### src/rtl/rf_pkg.sv
// Shared widths, register-file constants and FSM encoding for the write-back arbiter.
package rf_pkg;

  localparam int ADDR_W   = 5;
  localparam int DATA_W   = 32;
  localparam int NUM_REGS = 32;

  localparam logic [ADDR_W-1:0] REG_ZERO = 5'd0;

  typedef enum logic {
    ST_CLEAR = 1'b0,
    ST_RUN   = 1'b1
  } state_t;

endpackage

### src/rtl/rr_arb2.sv
// 2-way round-robin grant, combinational from valid; 0-cycle latency.
// Backpressure: a losing requester simply sees no grant and must hold its request.
module rr_arb2 (
  input  logic clk,
  input  logic rst,
  input  logic en,
  input  logic req0,
  input  logic req1,
  output logic gnt0,
  output logic gnt1
);

  logic last_grant;

  // On a tie the requester that did not win last time goes first.
  always_comb begin
    gnt0 = en & req0 & (~req1 | last_grant);
    gnt1 = en & req1 & (~req0 | ~last_grant);
  end

  always_ff @(posedge clk) begin
    if (rst) begin
      last_grant <= 1'b1;
    end else if (gnt0) begin
      last_grant <= 1'b0;
    end else if (gnt1) begin
      last_grant <= 1'b1;
    end
  end

endmodule

### src/rtl/rf_wb_arbiter.sv
// Register-file write-port sequencer: post-reset clear sweep, then round-robin write-back.
// Latency: grant to rf_we is 1 cycle. Backpressure: ungranted requesters hold until ready.
module rf_wb_arbiter #(
  parameter int DATA_W         = rf_pkg::DATA_W,
  parameter int ADDR_W         = rf_pkg::ADDR_W,
  parameter int NUM_REGS       = rf_pkg::NUM_REGS,
  parameter bit CLEAR_ON_RESET = 1'b1
) (
  input  logic              clk,
  input  logic              rst,
  input  logic              req0_valid,
  input  logic [ADDR_W-1:0] req0_addr,
  input  logic [DATA_W-1:0] req0_data,
  output logic              req0_ready,
  input  logic              req1_valid,
  input  logic [ADDR_W-1:0] req1_addr,
  input  logic [DATA_W-1:0] req1_data,
  output logic              req1_ready,
  input  logic [ADDR_W-1:0] rd_addr_a,
  input  logic [ADDR_W-1:0] rd_addr_b,
  output logic              rf_we,
  output logic [ADDR_W-1:0] rf_waddr,
  output logic [DATA_W-1:0] rf_wdata,
  output logic              hazard,
  output logic              init_done
);

  import rf_pkg::*;

  localparam logic [ADDR_W-1:0] LAST_REG = ADDR_W'(NUM_REGS - 1);

  state_t            state;
  logic [ADDR_W-1:0] clr_cnt;
  logic              run;
  logic              gnt0;
  logic              gnt1;
  logic              grant;
  logic              wr_real;
  logic [ADDR_W-1:0] gnt_addr;
  logic [DATA_W-1:0] gnt_data;
  logic              hit_a;
  logic              hit_b;

  assign run = (state == ST_RUN);

  rr_arb2 u_arb (
    .clk  (clk),
    .rst  (rst),
    .en   (run),
    .req0 (req0_valid),
    .req1 (req1_valid),
    .gnt0 (gnt0),
    .gnt1 (gnt1)
  );

  assign req0_ready = gnt0;
  assign req1_ready = gnt1;
  assign grant      = gnt0 | gnt1;

  always_comb begin
    gnt_addr = gnt1 ? req1_addr : req0_addr;
    gnt_data = gnt1 ? req1_data : req0_data;
    wr_real  = grant && (gnt_addr != '0);
  end

  // Waiting producers count too, so decode stalls until the value lands.
  always_comb begin
    hit_a = (rd_addr_a != '0) &&
            ((req0_valid && (rd_addr_a == req0_addr)) ||
             (req1_valid && (rd_addr_a == req1_addr)) ||
             (rf_we      && (rd_addr_a == rf_waddr)));
    hit_b = (rd_addr_b != '0) &&
            ((req0_valid && (rd_addr_b == req0_addr)) ||
             (req1_valid && (rd_addr_b == req1_addr)) ||
             (rf_we      && (rd_addr_b == rf_waddr)));
    hazard = !run || hit_a || hit_b;
  end

  always_ff @(posedge clk) begin
    if (rst) begin
      state     <= CLEAR_ON_RESET ? ST_CLEAR : ST_RUN;
      clr_cnt   <= ADDR_W'(1);
      rf_we     <= 1'b0;
      rf_waddr  <= '0;
      rf_wdata  <= '0;
      init_done <= !CLEAR_ON_RESET;
    end else begin
      case (state)
        ST_CLEAR: begin
          rf_we    <= 1'b1;
          rf_waddr <= clr_cnt;
          rf_wdata <= '0;
          clr_cnt  <= clr_cnt + 1'b1;
          if (clr_cnt == LAST_REG) begin
            state     <= ST_RUN;
            init_done <= 1'b1;
          end
        end
        default: begin
          // r0 writes are accepted but never reach the register file.
          rf_we <= wr_real;
          if (wr_real) begin
            rf_waddr <= gnt_addr;
            rf_wdata <= gnt_data;
          end
        end
      endcase
    end
  end

endmodule

### config.mk
export PLATFORM = sky130hd
export DESIGN_NAME = rf_wb_arbiter
export DESIGN_NICKNAME = d
export VERILOG_FILES = /design/src/rtl/rf_pkg.sv /design/src/rtl/rr_arb2.sv /design/src/rtl/rf_wb_arbiter.sv
export SDC_FILE = /design/constraint.sdc
export NUM_CORES = 1
export LEC_CHECK = 0
export CAP_MARGIN = 20
export CELL_PAD_IN_SITES_DETAIL_PLACEMENT = 0
export CELL_PAD_IN_SITES_GLOBAL_PLACEMENT = 2
export CORE_ASPECT_RATIO = 0.6
export CORE_MARGIN = 4
export CORE_UTILIZATION = 24
export DETAILED_ROUTE_END_ITERATION = 8
export PLACE_DENSITY_LB_ADDON = 0.1
export SETUP_SLACK_MARGIN = 0.15
export SYNTH_ARGS = -nofsm -noshare
export SYNTH_HDL_FRONTEND = slang
export SYNTH_SLANG_ARGS = --single-unit
### constraint.sdc
create_clock -name clk -period 4.9 [get_ports clk]
set_input_delay 0.98 -clock clk [delete_from_list [all_inputs] [get_ports clk]]
set_output_delay 0.98 -clock clk [all_outputs]
set_load 0.01 [all_outputs]
# ---- Word-level counts from Yosys, hierarchy flattened
# Index checks and enable logic that the tools add are counted.
dict set report op_classes {
  n_addsub 1
  n_eq_ne 8
  n_mux 9
  n_bitwise 11
  reduce_logical 22
}
# cell count
set ops {}
lappend ops {{32-bit 2-to-1 mux} 1}
lappend ops {{5-bit == test} 6}
lappend ops {{5-bit 2-to-1 mux} 3}
lappend ops {{5-bit nonzero test} 3}
lappend ops {{1-bit logical AND} 9}
lappend ops {{1-bit logical OR} 6}
lappend ops {{5-bit by 1-bit adder with 5-bit output, second input constant} 1}
lappend ops {{5-bit == test, second input constant} 1}
lappend ops {{1-bit 2-to-1 mux} 5}
lappend ops {{1-bit AND} 4}
lappend ops {{1-bit inverter} 4}
lappend ops {{1-bit bitwise OR} 3}
lappend ops {{2-bit by 1-bit inequality test with 1-bit output, second input constant} 1}
lappend ops {{2-bit AND reduction} 1}
lappend ops {{2-bit nonzero test} 1}
lappend ops {{2-bit OR reduction} 1}
lappend ops {{1-bit zero test} 1}
dict set report word_totals {
  regBits 46
  inputBits 88
  out_inout_bits 42
  wordCells 58
}

# ---- Depth between registers and ports, before layout
# Gate-level depths: netlist (run 1).
dict set report depth {
  depth_word 8
  depth_mapped 6
  ltp_nobuf 5
}

# ---- Hierarchy
# From an unflattened synthesis (run 1), not the netlist that was laid out.
dict set report hier_totals {
  cells_unflattened 278
  hier_area_um2 2628.8
}
# module instances cells_per_inst area_per_inst_um2 seq_area_each_um2
set modules_own_cells {}
lappend modules_own_cells {rf_wb_arbiter 1 270 2570.0 900.9}
lappend modules_own_cells {rr_arb2 1 8 58.8 20.0}

# ---- Least setup slack after synthesis (run 1)
# Ideal clock, no wire load.
dict set report synth_timing {
  path_kind {input port to output port}
  startpoint {in rd_addr_a[3]}
  endpoint {out hazard}
  t_arrival_ps 1900
  t_required_ps 3920
  setup_slack_ps 2020
  path_stages 5
  path_buffers 0
  path_cell_list {xor2_1 -> nor4_1 -> nand3_1 -> and3_1 -> o221ai_1}
}
dict set report synth_via {
  elab_chain_cells 7
  elab_cells_between_ends 12
  cone_classes {3 x eq/ne; 9 x reduce/logical}
}
# item line
set synth_lines {}
lappend synth_lines {{start: declaration} rf_wb_arbiter.sv:19} ;# input logic [ADDR_W-1:0] rd_addr_a,
lappend synth_lines {{5-bit == test (on tied branches)} {rf_wb_arbiter.sv:69, rf_wb_arbiter.sv:70}}
lappend synth_lines {{1-bit logical AND (on tied branches)} {rf_wb_arbiter.sv:69, rf_wb_arbiter.sv:70}}
lappend synth_lines {{1-bit logical OR} rf_wb_arbiter.sv:69} ;# ((req0_valid && (rd_addr_a == req0_addr)) ||
lappend synth_lines {{1-bit logical OR} rf_wb_arbiter.sv:70} ;# (req1_valid && (rd_addr_a == req1_addr)) ||
lappend synth_lines {{1-bit logical AND *} rf_wb_arbiter.sv:68} ;# hit_a = (rd_addr_a != '0) &&
lappend synth_lines {{1-bit logical OR * (2 in series)} rf_wb_arbiter.sv:76} ;# hazard = !run || hit_a || hit_b;
lappend synth_lines {{end: declaration} rf_wb_arbiter.sv:24} ;# output logic hazard,
# Every way passes the cells marked *; elsewhere a longest branch is shown, timed or not.

# ---- Worst setup path in the final report (run 1)
dict set report layout_timing {
  startpoint {in rd_addr_a[2]}
  endpoint {out hazard}
}
# Same word-level chain as after synthesis.

==> key figures, run 1 <==
Die
  • IO Pins: 130
  • Initial Util: 24.7%
  • Die width: about 140 µm
  • Num rows: 29
  • Die Y: 88.9 µm
  • Die ar.: 0.0127 mm²
  • Core Area: 0.0106 mm²

Timing
  • Slew headroom: 24.8%
  • Period utilization: 83.2%
  • Clock Skew: 0.00389 ns
  • Fmax achieved: 245 MHz
  • Min Tclk post-route: 4.08 ns
  • Worst Tran Pin Value: approximately 1.1 ns
  • RSZ-0062 raised after global routing: false
  • Hold Fails Final Rpt: 0
  • Max-slew violation count: 0
  • Setup TNS: 0 ns
  • Final Setup Violations: 0

Global routing
  • GRT Total Usage: between 10% and 20%
  • Largest net degree at the start of global routing: 68
  • First-pass GRT wire length: between 10000 and 15000 µm
  • Gr ovfl total: 0
  • Vias in the first global route: 2560
  • Initial antenna violation count: 0

Clocking
  • Post-cts resize count: 0
  • Total CTS buffers: 5
  • Post-CTS Setup Bufs: 0
  • Root Buffer: clkbuf_16
  • CTS Sinks: 46
  • CTS max path bufs: 2
  • H-tree depth: 2
  • TritonCTS clock tree: built
  • CTS hold repair buffers: 0
  • Clk_lat worst skew: 0.29 ns
  • Reg clk slew, reported paths: approximately 0.060 ns

Finish
  • P&R area growth vs syn: 60.3%
  • Nets: 515
  • Design Area, Final: 0.00420 mm²
  • Layout cell share with drive strength beyond 1: 11.3%
  • Diodes inserted: 0

Logic synthesis
  • Synth unique cells: 37
  • Synth top area share: 35.2%
  • Yosys warnings: 0
  • Sequential area share after synthesis: 35.2%
  • Leading area contributor after synthesis: dfxtp_1
  • Syn avg cell area: between 8 and 9 µm²
  • Post-synthesis register bit count: 46
  • Dominant cells by area after synthesis: dfxtp_1 35%, a311oi_2 17%, nand2_1 10%
  • Post-synth EDFFs: 0
  • Post-synthesis cell count: ~300
  • Main synth FF type: dfxtp_1
  • Ys async rst share: 0%
  • Net Count, Synth: between 300 and 400
  • Synthesized cell area: 0.00262 mm²

Worst setup path
  • WP data required: 3.92 ns
  • CP dominant cell by count: clkdlybuf4s50_1
  • RR Startpoint: u_arb.last_grant
  • Worst setup startpoint: rd_addr_a[2]
  • WP buf/inv: 2
  • Stages on the worst setup path: 7
  • Worst path top cell family by delay: buffers and inverters
  • Crit-path cells: clkdlybuf4s50_1, xor2_1, nor4_1, nand3_1, and3_1, o221ai_1, clkdlybuf4s50_1
  • Crit-path max FO: 4
  • Largest stage delay on the critical path: 0.57 ns
  • Startpoint types: input pin
  • WS Path Type: input pin to output pin
  • Crit path arrival time: a little over 3 ns
  • Reg2reg path depth: 6
  • CP Capture Type: output pin
  • CP max stage cell: clkdlybuf4s50_1

Placement
  • # port buffers: 129
  • Placed Area: 0.00403 mm²
  • Final HPWL DP: 6910 µm
  • RD Place Congestion: 0.797

Min path
  • Type of the worst min-delay path: flip-flop to flip-flop
  • WHS Path Cells: 2
  • Worst Hold Launch: init_done

Detailed routing
  • Final WL: 9360 µm
  • WL/cell: 16.6 µm
  • Drt first-iter violations: between 100 and 150
  • Remaining antenna violation count after routing: 0
  • Vias: around 2600
  • Via density: 4.60
  • DRT Pass-1 Iters: 7
  • Drt drc: 0

Status
  • Outcome: finished clean

Power and ir drop
  • Tot Pwr: 950 µW
  • Peak supply drop: 133 µV
  • Pwr dens: 226 mW/mm²
  • Static leakage: about 1.5 nW

Flow run
  • Max_cap viols: 0
==> stage by stage <==
| stage | utilization (%) | setup slack (ns) | hold slack [ns] | std cells |
|---|---|---|---|---|
| after floorplan | - | 2.02 | 0.453 | 303 |
| after global placement | 38.0 | 0.846 | 0.463 | 557 |
| after detailed placement | 38.0 | 0.808 | 0.471 | 557 |
| after CTS | 39.6 | 0.802 | 0.486 | 564 |
| after global routing | 39.6 | 0.638 | 0.514 | 564 |
| final | 39.6 | 0.823 | 0.485 | 564 |
==> final cells by class <==
| class | count | area, µm² |
|---|---|---|
| clock inverters | 1 | 30.0 |
| flip-flops and latches | 46 | 921 |
| multi-input cells | 235 | 1590 |
| clock buffers | 6 | 139 |
| inverters | 3 | 11.3 |
| well taps | 139 | 174 |
| repair buffers | 134 | 1330 |
| fillers | 1094 | 6400 |
==> layout by cell type (no fill, tap or decap), types with 2 or more instances in the layout <==
master / instances
clkdlybuf4s50_1: 129
nand2_1: 72
nor2_1: 49
dfxtp_1: 46
a311oi_2: 30
xor2_1: 18
xnor2_1: 15
o221ai_1: 5
clkbuf_16: 5
buf_4: 5
nor4_1: 4
inv_1: 3
nand3_1: 3
or4_1: 3
nand4_1: 3
a21oi_1: 3
o21ai_0: 3
and3_1: 2
a31oi_1: 2
mux2i_1: 2
a221oi_1: 2
a211oi_1: 2
a311oi_1: 2
ha_1: 2
==> worst reg2reg max path, delay by kind of cell, from the launching register on <==
kind	cells	cell delay (ns)
buffers and inverters	1	0.67
AO/OA/AOI/OAI	4	0.87
flip-flops	1	0.34
AND/OR/NAND/NOR	1	0.14
==> sequential cells by signal, summed over array words and instances, names as in the netlist <==
name / cells
rf_wdata: 32
clr_cnt: 5
rf_waddr: 5
init_done: 1
rf_we: 1
run: 1
u_arb.last_grant: 1
==> cells in the mapped netlist, types with 2 or more instances <==
| library cell | number |
|---|---|
| a211oi_1 | 2 |
| ha_1 | 2 |
| a221oi_1 | 2 |
| a31oi_1 | 2 |
| o221ai_1 | 5 |
| o21ai_0 | 3 |
| clkbuf_1 | 13 |
| a311oi_2 | 30 |
| a21oi_1 | 3 |
| dfxtp_1 | 46 |
| inv_1 | 3 |
| nor2_1 | 49 |
| buf_6 | 4 |
| mux2i_1 | 2 |
| xor2_1 | 18 |
| nand2_1 | 72 |
| nand2b_1 | 2 |
| nor4_1 | 4 |
| xnor2_1 | 15 |
| nand3_1 | 3 |
| a311oi_1 | 2 |
| and3_1 | 2 |
| or4_1 | 3 |
| nand4_1 | 3 |
==> power by group <==
group / switching (mW) / leakage, nW / total [mW] / internal (mW)
clock: 0.143 / 0.0829 / 0.395 / 0.252
sequential: 0.00754 / 0.372 / 0.387 / 0.380
combinational: 0.0717 / 1.07 / 0.167 / 0.0952
==> worst paths after layout <==
| kind | end | slack (ns) |
|---|---|---|
| max | hazard | 0.82 |
| min | init_done | 0.48 |
| max reg2reg | rf_wdata[4] | 2.76 |
| min reg2reg | init_done | 0.48 |
==> layer usage <==
layer | vias to the layer above | track usage, % | wire [µm]
li1 | 1307 | - | -
met3 | 4 | 5.67 | 954
met5 | - | 0 | 0
met1 | 1181 | 21.7 | 4960
met2 | 102 | 18.6 | 3400
met4 | 0 | 2.50 | 44
==> kinds of logic after synthesis <==
| family | share of synthesized area [%] |
|---|---|
| buffers and inverters | 4.35 |
| AND/OR/NAND/NOR | 22.6 |
| multiplexers | 0.765 |
| AO/OA/AOI/OAI | 25.1 |
| flip-flops | 35.2 |
| adder cells (fa/ha/maj) | 0.956 |
| XOR/XNOR | 11.0 |
No activity file was read; power rests on OpenSTA's default activity.
==> run 2, diff against run 1 <==
--- a/config.mk
+++ b/config.mk
@@ -10,7 +10,7 @@
 export CELL_PAD_IN_SITES_GLOBAL_PLACEMENT = 2
 export CORE_ASPECT_RATIO = 0.6
 export CORE_MARGIN = 4
-export CORE_UTILIZATION = 24
+export CORE_UTILIZATION = 22
 export DETAILED_ROUTE_END_ITERATION = 8
 export PLACE_DENSITY_LB_ADDON = 0.1
 export SETUP_SLACK_MARGIN = 0.15
==> constraint.sdc (replaced) <==
create_clock -name clk -period 3.9 [get_ports clk]
set_input_delay 0.78 -clock clk [delete_from_list [all_inputs] [get_ports clk]]
set_output_delay 0.78 -clock clk [all_outputs]
set_load 0.01 [all_outputs]
==> run 2 against run 1 <==
Net effect: combinational power rose by 26%; clock power increased by 23%; wire length is 3.5% lower; non-clock buffer count rose by 2; die area grew 8.4%; register-to-register slack lost 1.3 ns; largest power group is now sequential cells; total power rose by 25%; worst hold slack better by 0.00050 ns; global-route usage is 1.1 points lower; sequential power increased by 26%; clock-buffer cell count down 1.
==> key figures, run 2 (same netlist as run 1, synthesis figures left out) <==
Clocking
  • CTS max path bufs: 2
  • Clk_lat worst skew: 0.29 ns
  • CTS Sinks: 46
  • Root Buffer: clkbuf_16
  • TritonCTS clock tree: built
  • Total CTS buffers: 5
  • H-tree depth: 2
  • Reg clk slew, reported paths: around 0.060 ns

Detailed routing
  • Via density: 4.42
  • WL/cell: 15.4 µm
  • Drt first-iter violations: 114
  • Vias: 2599
  • DRT Pass-1 Iters: 4
  • Remaining antenna violation count after routing: 0
  • Final WL: about 9000 µm
  • Drt drc: 0

Timing
  • Worst Tran Pin Value: 0.840 ns
  • Min Tclk post-route: 3.61 ns
  • RSZ-0062 raised after global routing: false
  • Final hold slack: around 0.49 ns
  • Setup TNS: 0 ns
  • Clock Skew: 0.00748 ns
  • Hold Fails Final Rpt: 0
  • Setup slack after layout: 0.289 ns
  • Period utilization: around 93%
  • Max-slew violation count: 0
  • Final Setup Violations: 0
  • Slew headroom: 44.0%
  • Fmax achieved: 277 MHz

Finish
  • Most common cell after layout, fill and taps aside: clkdlybuf4s50_1
  • Fin cells: a little under 600
  • Biggest regs: rf_wdata (32), clr_cnt (5), rf_waddr (5)
  • Final core occ: approximately 37%
  • Diodes inserted: 0
  • Design Area, Final: 0.00426 mm²
  • Most flops, register: rf_wdata
  • Layout cell share with drive strength beyond 1: between 10% and 20%
  • Filler instances: roughly 1200
  • Largest register FFs: 32
  • Commonest non-fill, non-tap cells in the layout: 129 x clkdlybuf4s50_1, 72 x nand2_1, 49 x nor2_1, 46 x dfxtp_1, 30 x a311oi_2
  • Nets: 517
  • P&R area growth vs syn: 62.7%

Worst setup path
  • Worst setup startpoint: rd_addr_a[4]
  • Largest stage delay on the critical path: 0.57 ns
  • WP data required: 3.12 ns
  • CP Capture Type: output pin
  • CP max stage cell: clkdlybuf4s50_1
  • WS Path Type: input pin to output pin
  • Crit path arrival time: 2.83 ns
  • Crit-path cells: clkdlybuf4s50_1, xor2_1, nor4_1, nand3_1, and3_1, o221ai_1, clkdlybuf4s50_1
  • RR Startpoint: run
  • CP dominant cell by count: clkdlybuf4s50_1
  • Startpoint types: input pin
  • Crit-path max FO: 4

Placement
  • # port buffers: 129
  • Final HPWL DP: a little under 7000 µm
  • RD Place Congestion: 0.843
  • Placed Area: 0.00406 mm²
  • DP Worst Slack: 0.263 ns
  • Placed Cells: about 580

Die
  • Die ar.: ~0.014 mm²
  • Initial Util: 22.9%
  • Die Y: 92.5 µm
  • Num rows: 30
  • Core Area: 0.0114 mm²
  • IO Pins: 130
  • Die width: roughly 150 µm

Power and ir drop
  • Pwr dens: ~280 mW/mm²
  • Peak supply drop: 143 µV
  • Static leakage: ~1.5 nW
  • Tot Pwr: between 1 and 1.5 mW

Global routing
  • Gr ovfl total: 0
  • Vias in the first global route: ~2600
  • Initial antenna violation count: 0
  • First-pass GRT wire length: 14400 µm
  • GRT Total Usage: a little over an eighth
  • Largest net degree at the start of global routing: about 70

Min path
  • Worst Hold Launch: init_done
  • Type of the worst min-delay path: flip-flop to flip-flop

Status
  • Outcome: finished clean

Flow run
  • Max_cap viols: 0
## run 2: worst max-delay path: cells and delay by family
family,cells,cell delay (ns)
buffers and inverters,2,1.07
and+or+nand+nor,3,0.60
AOI/OAI and AO/OA,1,0.18
xor gates and xnor gates,1,0.20
## run 2: layout make-up
type	instances	area [µm²]	area share, %
Multi-Input combinational cell	235	1610	37.7
Timing Repair Buffer	136	1360	31.8
Sequential cell	46	921	21.6
Tap cell	160	200	4.70
Clock buffer	5	125	2.94
Clock inverter	3	40.0	0.940
Inverter	3	11.3	0.264
## run 2: timing repair
| item | in CTS | in global routing |
|---|---|---|
| buffers inserted | 0 | 0 |
| hold buffers | 0 | 0 |
| endpoints found under the setup margin | 0 | 1 |
| resized for setup | 0 | 2 |
## run 2: path summary, 6_finish.rpt
path | end | slack (ns) | cells after the start
worst min register to register | init_done | 0.49 | 2
worst max-delay path | hazard | 0.29 | 7
worst max register to register | rf_wdata[16] | 1.50 | 5
worst min-delay path | init_done | 0.49 | 2
## run 2: layer usage
layer	track usage (%)	part of all wire, %	wire, µm
met1	19.0	50	4540
met2	18.1	40	3580
met3	5.57	9.6	870
met4	2.06	0.48	43
met5	0	0	0
## run 2: where the power goes
part | leakage (nW) | internal [mW] | total [mW] | switching [mW]
Sequential | 0.372 | 0.477 | 0.487 | 0.0100
Clock | 0.0836 | 0.300 | 0.487 | 0.187
Combinational | 1.09 | 0.121 | 0.211 | 0.0898
